<file path="src/rtl/mc_ctrl_pkg.sv">
// Shared encodings for the multicycle MIPS control unit with memory wait states.
// Opcode/funct constants, datapath select codes, instruction classes and state encoding.
package mc_ctrl_pkg;

    localparam logic [5:0] OP_RTYPE = 6'h00;
    localparam logic [5:0] OP_J     = 6'h02;
    localparam logic [5:0] OP_JAL   = 6'h03;
    localparam logic [5:0] OP_BEQ   = 6'h04;
    localparam logic [5:0] OP_BNE   = 6'h05;
    localparam logic [5:0] OP_ADDI  = 6'h08;
    localparam logic [5:0] OP_ADDIU = 6'h09;
    localparam logic [5:0] OP_ORI   = 6'h0D;
    localparam logic [5:0] OP_LUI   = 6'h0F;
    localparam logic [5:0] OP_LB    = 6'h20;
    localparam logic [5:0] OP_LW    = 6'h23;
    localparam logic [5:0] OP_SB    = 6'h28;
    localparam logic [5:0] OP_SW    = 6'h2B;

    localparam logic [5:0] FN_JR    = 6'h08;
    localparam logic [5:0] FN_JALR  = 6'h09;
    localparam logic [5:0] FN_ADDU  = 6'h21;
    localparam logic [5:0] FN_SUBU  = 6'h23;
    localparam logic [5:0] FN_SLT   = 6'h2A;

    localparam logic [3:0] ALU_ADDU  = 4'h0;
    localparam logic [3:0] ALU_SUBU  = 4'h1;
    localparam logic [3:0] ALU_OR    = 4'h2;
    localparam logic [3:0] ALU_PASSB = 4'h3;
    localparam logic [3:0] ALU_ADD   = 4'h5;
    localparam logic [3:0] ALU_SLT   = 4'h6;
    localparam logic [3:0] ALU_INV   = 4'hF;

    localparam logic [2:0] NPC_PC4 = 3'b000;
    localparam logic [2:0] NPC_BR  = 3'b001;
    localparam logic [2:0] NPC_J   = 3'b010;
    localparam logic [2:0] NPC_REG = 3'b100;

    localparam logic [1:0] WD_ALU  = 2'b00;
    localparam logic [1:0] WD_MEM  = 2'b01;
    localparam logic [1:0] WD_LINK = 2'b10;
    localparam logic [1:0] WD_INV  = 2'b11;

    localparam logic [1:0] GPR_RT = 2'b00;
    localparam logic [1:0] GPR_RD = 2'b01;
    localparam logic [1:0] GPR_RA = 2'b10;

    localparam logic [1:0] EXT_ZERO = 2'b00;
    localparam logic [1:0] EXT_SIGN = 2'b01;
    localparam logic [1:0] EXT_LUI  = 2'b10;
    localparam logic [1:0] EXT_INV  = 2'b11;

    // One-hot instruction class bit positions
    localparam int unsigned C_ALU  = 0;
    localparam int unsigned C_LD   = 1;
    localparam int unsigned C_ST   = 2;
    localparam int unsigned C_BEQ  = 3;
    localparam int unsigned C_BNE  = 4;
    localparam int unsigned C_J    = 5;
    localparam int unsigned C_JAL  = 6;
    localparam int unsigned C_JR   = 7;
    localparam int unsigned C_JALR = 8;
    localparam int unsigned C_ILL  = 9;
    localparam int unsigned N_CLS  = 10;

    typedef enum logic [2:0] {
        S_FETCH = 3'd0,
        S_DCD   = 3'd1,
        S_EXE   = 3'd2,
        S_MEM   = 3'd3,
        S_WB    = 3'd4
    } state_e;

endpackage

</file>
<file path="src/rtl/mc_ctrl_wait_decode.sv">
// Combinational instruction decoder: opcode/funct to one-hot class and
// the per-instruction static datapath fields.
module mc_ctrl_wait_decode
    import mc_ctrl_pkg::*;
(
    input  logic [5:0]       opcode_i,
    input  logic [5:0]       funct_i,
    output logic [N_CLS-1:0] cls_o,
    output logic [3:0]       alu_op_o,
    output logic             alu_bsel_o,
    output logic [1:0]       ext_op_o,
    output logic             bmode_o,
    output logic [1:0]       gpr_sel_o
);

    always_comb begin
        cls_o      = '0;
        alu_op_o   = ALU_ADDU;
        alu_bsel_o = 1'b0;
        ext_op_o   = EXT_ZERO;
        bmode_o    = 1'b0;
        gpr_sel_o  = GPR_RT;
        case (opcode_i)
            OP_RTYPE: begin
                gpr_sel_o = GPR_RD;
                case (funct_i)
                    FN_ADDU: cls_o[C_ALU] = 1'b1;
                    FN_SUBU: begin
                        cls_o[C_ALU] = 1'b1;
                        alu_op_o     = ALU_SUBU;
                    end
                    FN_SLT: begin
                        cls_o[C_ALU] = 1'b1;
                        alu_op_o     = ALU_SLT;
                    end
                    FN_JR:   cls_o[C_JR]   = 1'b1;
                    FN_JALR: cls_o[C_JALR] = 1'b1;
                    default: cls_o[C_ILL]  = 1'b1;
                endcase
            end
            OP_ORI: begin
                cls_o[C_ALU] = 1'b1;
                alu_op_o     = ALU_OR;
                alu_bsel_o   = 1'b1;
            end
            OP_LUI: begin
                cls_o[C_ALU] = 1'b1;
                alu_op_o     = ALU_PASSB;
                alu_bsel_o   = 1'b1;
                ext_op_o     = EXT_LUI;
            end
            OP_ADDI: begin
                cls_o[C_ALU] = 1'b1;
                alu_op_o     = ALU_ADD;
                alu_bsel_o   = 1'b1;
                ext_op_o     = EXT_SIGN;
            end
            OP_ADDIU: begin
                cls_o[C_ALU] = 1'b1;
                alu_bsel_o   = 1'b1;
                ext_op_o     = EXT_SIGN;
            end
            OP_LW, OP_LB: begin
                cls_o[C_LD] = 1'b1;
                alu_bsel_o  = 1'b1;
                ext_op_o    = EXT_SIGN;
                bmode_o     = (opcode_i == OP_LB);
            end
            OP_SW, OP_SB: begin
                cls_o[C_ST] = 1'b1;
                alu_bsel_o  = 1'b1;
                ext_op_o    = EXT_SIGN;
                bmode_o     = (opcode_i == OP_SB);
            end
            OP_BEQ: begin
                cls_o[C_BEQ] = 1'b1;
                alu_op_o     = ALU_SUBU;
                ext_op_o     = EXT_SIGN;
            end
            OP_BNE: begin
                cls_o[C_BNE] = 1'b1;
                alu_op_o     = ALU_SUBU;
                ext_op_o     = EXT_SIGN;
            end
            OP_J:   cls_o[C_J] = 1'b1;
            OP_JAL: begin
                cls_o[C_JAL] = 1'b1;
                gpr_sel_o    = GPR_RA;
            end
            default: cls_o[C_ILL] = 1'b1;
        endcase
        if (cls_o[C_ILL]) begin
            alu_op_o  = ALU_INV;
            ext_op_o  = EXT_INV;
            gpr_sel_o = GPR_RT;
        end
    end

endmodule

</file>
<file path="src/rtl/mc_ctrl_wait.sv">
// Multicycle MIPS control FSM with fetch/data wait states.
// MC_CTRL_RETIRE_CNT_EN adds the retire_cnt instruction counter output.
module mc_ctrl_wait
    import mc_ctrl_pkg::*;
#(
    parameter int IMEM_LAT = 0,
    parameter int DMEM_LAT = 0
`ifdef MC_CTRL_RETIRE_CNT_EN
    ,
    parameter int CNT_W    = 32
`endif
) (
    input  logic             clk,
    input  logic             rst,
    input  logic [5:0]       opcode,
    input  logic [5:0]       funct,
    input  logic             zero,
    output logic             pc_wr,
    output logic [2:0]       npc_sel,
    output logic             ir_wr,
    output logic             gpr_wr,
    output logic [1:0]       gpr_sel,
    output logic [1:0]       wd_sel,
    output logic             dm_rd,
    output logic             dm_wr,
    output logic [3:0]       alu_op,
    output logic             alu_bsel,
    output logic [1:0]       ext_op,
    output logic             bmode,
    output logic             illegal,
    output logic             busy
`ifdef MC_CTRL_RETIRE_CNT_EN
    ,
    output logic [CNT_W-1:0] retire_cnt
`endif
);

    localparam logic [3:0] IMEM_L = 4'(IMEM_LAT);
    localparam logic [3:0] DMEM_L = 4'(DMEM_LAT);

    logic [N_CLS-1:0] cls;
    logic [3:0]       d_alu_op;
    logic             d_bsel;
    logic [1:0]       d_ext;
    logic             d_bmode;
    logic [1:0]       d_gsel;

    mc_ctrl_wait_decode u_dec (
        .opcode_i   (opcode),
        .funct_i    (funct),
        .cls_o      (cls),
        .alu_op_o   (d_alu_op),
        .alu_bsel_o (d_bsel),
        .ext_op_o   (d_ext),
        .bmode_o    (d_bmode),
        .gpr_sel_o  (d_gsel)
    );

    state_e     state_q, state_d;
    logic [3:0] cnt_q, cnt_d;
    logic       wait_done;

    assign wait_done = (cnt_q == 4'd0);

    always_comb begin
        state_d = state_q;
        cnt_d   = wait_done ? cnt_q : cnt_q - 4'd1;
        case (state_q)
            S_FETCH: if (wait_done) state_d = S_DCD;
            S_DCD:   state_d = S_EXE;
            S_EXE: begin
                if (cls[C_ALU]) begin
                    state_d = S_WB;
                end else if (cls[C_LD] || cls[C_ST]) begin
                    state_d = S_MEM;
                    cnt_d   = DMEM_L;
                end else begin
                    state_d = S_FETCH;
                    cnt_d   = IMEM_L;
                end
            end
            S_MEM: begin
                if (wait_done) begin
                    if (cls[C_LD]) begin
                        state_d = S_WB;
                    end else begin
                        state_d = S_FETCH;
                        cnt_d   = IMEM_L;
                    end
                end
            end
            S_WB: begin
                state_d = S_FETCH;
                cnt_d   = IMEM_L;
            end
            default: begin
                state_d = S_FETCH;
                cnt_d   = IMEM_L;
            end
        endcase
    end

    always_ff @(posedge clk or negedge rst) begin
        if (!rst) begin
            state_q <= S_FETCH;
            cnt_q   <= IMEM_L;
        end else begin
            state_q <= state_d;
            cnt_q   <= cnt_d;
        end
    end

    // Outputs are gated by rst so nothing can strobe while held in reset
    always_comb begin
        pc_wr    = 1'b0;
        npc_sel  = NPC_PC4;
        ir_wr    = 1'b0;
        gpr_wr   = 1'b0;
        gpr_sel  = GPR_RT;
        wd_sel   = WD_ALU;
        dm_rd    = 1'b0;
        dm_wr    = 1'b0;
        alu_op   = ALU_ADDU;
        alu_bsel = 1'b0;
        ext_op   = EXT_ZERO;
        bmode    = 1'b0;
        illegal  = 1'b0;
        busy     = 1'b0;
        if (rst) begin
            busy = 1'b1;
            if (state_q != S_FETCH) begin
                alu_op   = d_alu_op;
                alu_bsel = d_bsel;
                ext_op   = d_ext;
            end
            case (state_q)
                S_FETCH: begin
                    pc_wr  = wait_done;
                    ir_wr  = wait_done;
                    busy   = !wait_done;
                    alu_op = ALU_INV;
                    ext_op = EXT_INV;
                    wd_sel = WD_INV;
                end
                S_DCD: begin
                    if (cls[C_BEQ] || cls[C_BNE] || cls[C_J] || cls[C_JAL])
                        npc_sel = NPC_BR;
                end
                S_EXE: begin
                    illegal = cls[C_ILL];
                    unique case (1'b1)
                        cls[C_BEQ]: begin
                            pc_wr   = zero;
                            npc_sel = NPC_BR;
                        end
                        cls[C_BNE]: begin
                            pc_wr   = !zero;
                            npc_sel = NPC_BR;
                        end
                        cls[C_J]: begin
                            pc_wr   = 1'b1;
                            npc_sel = NPC_J;
                        end
                        cls[C_JAL]: begin
                            pc_wr   = 1'b1;
                            npc_sel = NPC_J;
                            gpr_wr  = 1'b1;
                            gpr_sel = d_gsel;
                            wd_sel  = WD_LINK;
                        end
                        cls[C_JR]: begin
                            pc_wr   = 1'b1;
                            npc_sel = NPC_REG;
                        end
                        cls[C_JALR]: begin
                            pc_wr   = 1'b1;
                            npc_sel = NPC_REG;
                            gpr_wr  = 1'b1;
                            gpr_sel = d_gsel;
                            wd_sel  = WD_LINK;
                        end
                        default: ;
                    endcase
                end
                S_MEM: begin
                    dm_rd = cls[C_LD];
                    dm_wr = cls[C_ST] && wait_done;
                    bmode = d_bmode;
                end
                S_WB: begin
                    gpr_wr  = 1'b1;
                    gpr_sel = d_gsel;
                    wd_sel  = cls[C_LD] ? WD_MEM : WD_ALU;
                end
                default: ;
            endcase
        end
    end

`ifdef MC_CTRL_RETIRE_CNT_EN
    logic             last_cyc;
    logic [CNT_W-1:0] ret_q;

    assign last_cyc   = (state_q != S_FETCH) && (state_d == S_FETCH);
    assign retire_cnt = ret_q;

    always_ff @(posedge clk or negedge rst) begin
        if (!rst) ret_q <= '0;
        else if (last_cyc) ret_q <= ret_q + 1'b1;
    end
`endif

endmodule

</file>
<file path="config.mk">
export PLATFORM = sky130hd
export DESIGN_NAME = mc_ctrl_wait
export DESIGN_NICKNAME = d
export VERILOG_FILES = /design/src/rtl/mc_ctrl_pkg.sv /design/src/rtl/mc_ctrl_wait_decode.sv /design/src/rtl/mc_ctrl_wait.sv
export SDC_FILE = /design/constraint.sdc
export NUM_CORES = 1
export LEC_CHECK = 0
export ABC_AREA = 1
export BUFFER_PORTS_ARGS = -buffer_cell sky130_fd_sc_hd__buf_2
export CORE_AREA = 2 2 47 49
export DETAILED_ROUTE_END_ITERATION = 8
export DIE_AREA = 0 0 49 51
export PLACE_DENSITY = 0.82
export SETUP_SLACK_MARGIN = 0.02
export SLEW_MARGIN = 0
export SYNTH_ARGS = -nofsm -noshare
export SYNTH_HDL_FRONTEND = slang
export SYNTH_SLANG_ARGS = --single-unit
</file>
<file path="constraint.sdc">
create_clock -name clk -period 3.1 [get_ports clk]
set_input_delay 0.155 -clock clk [delete_from_list [all_inputs] [get_ports clk]]
set_output_delay 0.155 -clock clk [all_outputs]
set_load 0.05 [all_outputs]
</file>
==> metrics.log <==
INFO  metric mean_routed_wirelength_per_cell = 9.861 microns
INFO  metric power_switching_share = 58.01%
INFO  metric place_congestion = 0.8694
INFO  metric layout.cells.most_common = nand2_1
INFO  metric power.internal = between 200 and 250 uW
INFO  metric arrival_time_of_the_worst_setup_path = around 1.8 ns
INFO  metric synth-main-ff-cell = dfrtp_1
INFO  metric route.final.wire_length = ~2.4 mm
INFO  metric drt_pre_antenna_iters = 4
INFO  metric accumulated_negative_setup_slack = 0 ns
INFO  metric synthDistinctLibCells = 26
INFO  metric ctsHtreeMaxLevel = 1
INFO  metric drc = 0
INFO  metric hold_path.class = in -> async
INFO  metric place_worst_setup_slack = 1.401 ns
INFO  metric period_share = 63.16%
INFO  metric path_cells = nor2_2 -> inv_1 -> nor2_1 -> inv_1 -> nor2_1 -> inv_1 -> a21oi_1 -> buf_2
INFO  metric synth-seq-area-share = 17.22%
INFO  metric synthArstFlopShare = between 90% and 100%
INFO  metric portBuffers = 36
INFO  metric synth-edff-count = 0
INFO  metric cap_violations = 0
INFO  metric worst_r2r_path_cells = 7
INFO  metric via_count = 1192
INFO  metric multi_input_area = 719.4 sq um
INFO  metric coreArea = just over 2000 sq um
INFO  metric syn2layout_area_growth = 23.12%
INFO  metric power.share.combinational = between 60 and 70%
INFO  metric end_kind = primary output
INFO  metric cts_inserted_buffers = 3
INFO  metric die_height = around 51 microns
INFO  metric grt_first_pass_wirelength = 4.202 mm
INFO  metric via_count_of_the_first_global_routing_pass = 1059
INFO  metric hpwl = 2.043 mm
INFO  metric ant_nets = 0
INFO  metric cts.sink_count = 7
INFO  metric post-cts-setup-buffer-count = 0
INFO  metric commonest_cells_after_routing_fill_and_taps_aside = nand2_1 (47), buf_2 (36), inv_1 (26), nor2_1 (25), nand3_1 (23)
INFO  metric ys_ff_latch = 7
INFO  metric syn_nets = 194
INFO  metric grt_overflow_total = 0
INFO  metric critical-path-max-stage-delay = 0.43 ns
INFO  metric start_util = about half
INFO  metric timing.final.ws_setup = 1.142 ns
INFO  metric yosys_warnings = 0
INFO  metric worst_pin_slew = just under 0.4 ns
INFO  metric row_count = 17
INFO  metric die_width = 49 microns
INFO  metric all_layer_gr_usage = between 20% and 30%
INFO  metric max-vdd-ir-drop = 0.0005296 V
INFO  metric number_of_drc_markers_after_the_initial_detailed_route_iteration = 24
INFO  metric synth.avg_cell_area = 5.715 sq um
INFO  metric leakage = 0.0007019 uW
INFO  metric period_minus_slack = between 1.5 and 2 ns
INFO  metric grt_start_max_net_pins = 18
INFO  metric power-per-cell-area = about 450 nW/um^2
INFO  metric route.detailed.vias_per_inst = approximately 4.9
INFO  metric synth.cell_area = 1017 sq um
INFO  metric finalMaxSlewViolations = 0
INFO  metric crit_type = reg -> out
INFO  metric cp_data_required_time = 2.94 ns
INFO  metric worst_skew_pair.late_latency = approximately 0.24 ns
INFO  metric setup_violations = 0
INFO  metric cts.clk_slew.worst_paths = 0.05 ns
INFO  metric path_common_cell = inv_1
INFO  metric die_area = 2499 sq um
INFO  metric area.sequential = 175.2 sq um
INFO  metric p_total = around 560 uW
INFO  metric share_clk_of_total_power = 13.9%
INFO  metric ctsLongestPathBuffers = 2
INFO  metric result_of_the_run = finished, final reports clean
INFO  metric cts_tree = done
INFO  metric antennaDiodeCount = 0
INFO  metric timing.fmax = 510.7 MHz
INFO  metric num-fill-cells = 234
INFO  metric timing.slew.headroom = 73.62%
INFO  metric cts-root-buf = clkbuf_4
INFO  metric share_of_cells_above_drive_strength_1 = 27.65%
INFO  metric total_nets_final = 234
INFO  metric power.switching = between 300 and 400 uW
INFO  metric worst-path-max-fanout = 6
INFO  metric timing.critical_path.slowest_stage_cell = dfrtp_1
INFO  metric unrepaired_setup_endpoints_after_global_routing = false
INFO  metric start_kind = register
INFO  metric top_level_ports = 37
INFO  metric hold_violation_count_in_the_final_report = 0
INFO  metric synth_cells = between 150 and 200
INFO  metric power.share.sequential = 22.0%
INFO  metric grt_antenna_before_repair = 0
INFO  metric final.hold.worst_slack = 0.3475 ns
INFO  metric final_worst_clock_skew = ~0.0029 ns
-- cell type report --
class	instances	share of cell area (%)
Inverter	28	8.492
Multi-Input combinational cell	141	57.44
Timing Repair Buffer	37	15.18
Sequential cell	7	13.99
Clock buffer	4	2.098
Tap cell	28	2.797
-- final timing paths --
path | from | end | slack [ns]
worst max-delay path | state_q[0] | pc_wr | 1.14
worst min-delay path | rst | cnt_q[2] | 0.35
worst max register to register | cnt_q[0] | cnt_q[2] | 1.60
worst min register to register | cnt_q[0] | cnt_q[0] | 0.68
max in group asynchronous | rst | state_q[0] | 2.50
min in group clk | opcode[4] | state_q[2] | 0.41
-- sequential cells by signal, indices dropped and copies added, names as in the netlist --
| name | flops |
|---|---|
| state_q | 3 |
| cnt_q | 4 |
-- cells in the mapped netlist, drive strengths merged (2+ instances only) --
cell | n | share of area, %
a21oi | 5 | 2.5
buf | 2 | 1.6
dfrtp | 7 | 17
inv | 27 | 10
nand2 | 51 | 20
nand3 | 27 | 16
nand4 | 3 | 1.8
nor2 | 35 | 17
nor3 | 5 | 3.6
nor4 | 2 | 1.2
o21ai | 6 | 3.0
xnor2 | 3 | 2.6
-- kinds of logic after synthesis --
family / synth area share, %
buffers and inverters: 12.05
and+or+nand+nor: 60.03
DFF: 17.22
AOI/OAI and AO/OA: 6.887
adders and majority gates: 1.230
xor gates and xnor gates: 2.583
-- timing repair --
action / CTS / global route
resized for setup: 0 / 0
hold buffers: 1 / 0
endpoints found under the hold margin: 7 / 0
-- critical path, delay by kind of cell (launching register included) --
family,cells,cell delay (ns)
AND/OR/NAND/NOR,3,0.43
buffers and inverters,4,0.57
AO/OA/AOI/OAI,1,0.14
flip-flops,1,0.43
-- routing by layer --
| layer | wire [microns] | share of wire (%) | vias to the layer above | track usage, % |
|---|---|---|---|---|
| met2 | 1237 | 51 | 25 | 39.27 |
| li1 | - | - | 650 | - |
| met5 | 0 | 0 | - | 0 |
| met1 | 1101 | 46 | 517 | 26.17 |
| met4 | 0 | 0 | 0 | 7.143 |
| met3 | 78 | 3.2 | 0 | 1.754 |
-- stage by stage --
stage | util (%) | std cells | cell area, sq um
5_1_grt | 60.70 | 245 | 1252
4_1_cts | 60.70 | 245 | 1252
3_3_place_gp | 58.94 | 240 | 1216
2_1_floorplan | - | 178 | 1017
3_5_place_dp | 58.94 | 240 | 1216
6_report | 60.70 | 245 | 1252
-- power by group through the flow --
| stage | clock network (uW) | registers, uW | logic (uW) |
|---|---|---|---|
| after floorplan | 0 | 121 | 280 |
| after global placement | 0 | 123 | 358 |
| after detailed placement | 0 | 125 | 359 |
| after CTS | 82.3 | 123 | 361 |
| after global routing | 87.9 | 125 | 394 |
| final | 78.1 | 123 | 359 |
Power figures use the tool's default switching activity.
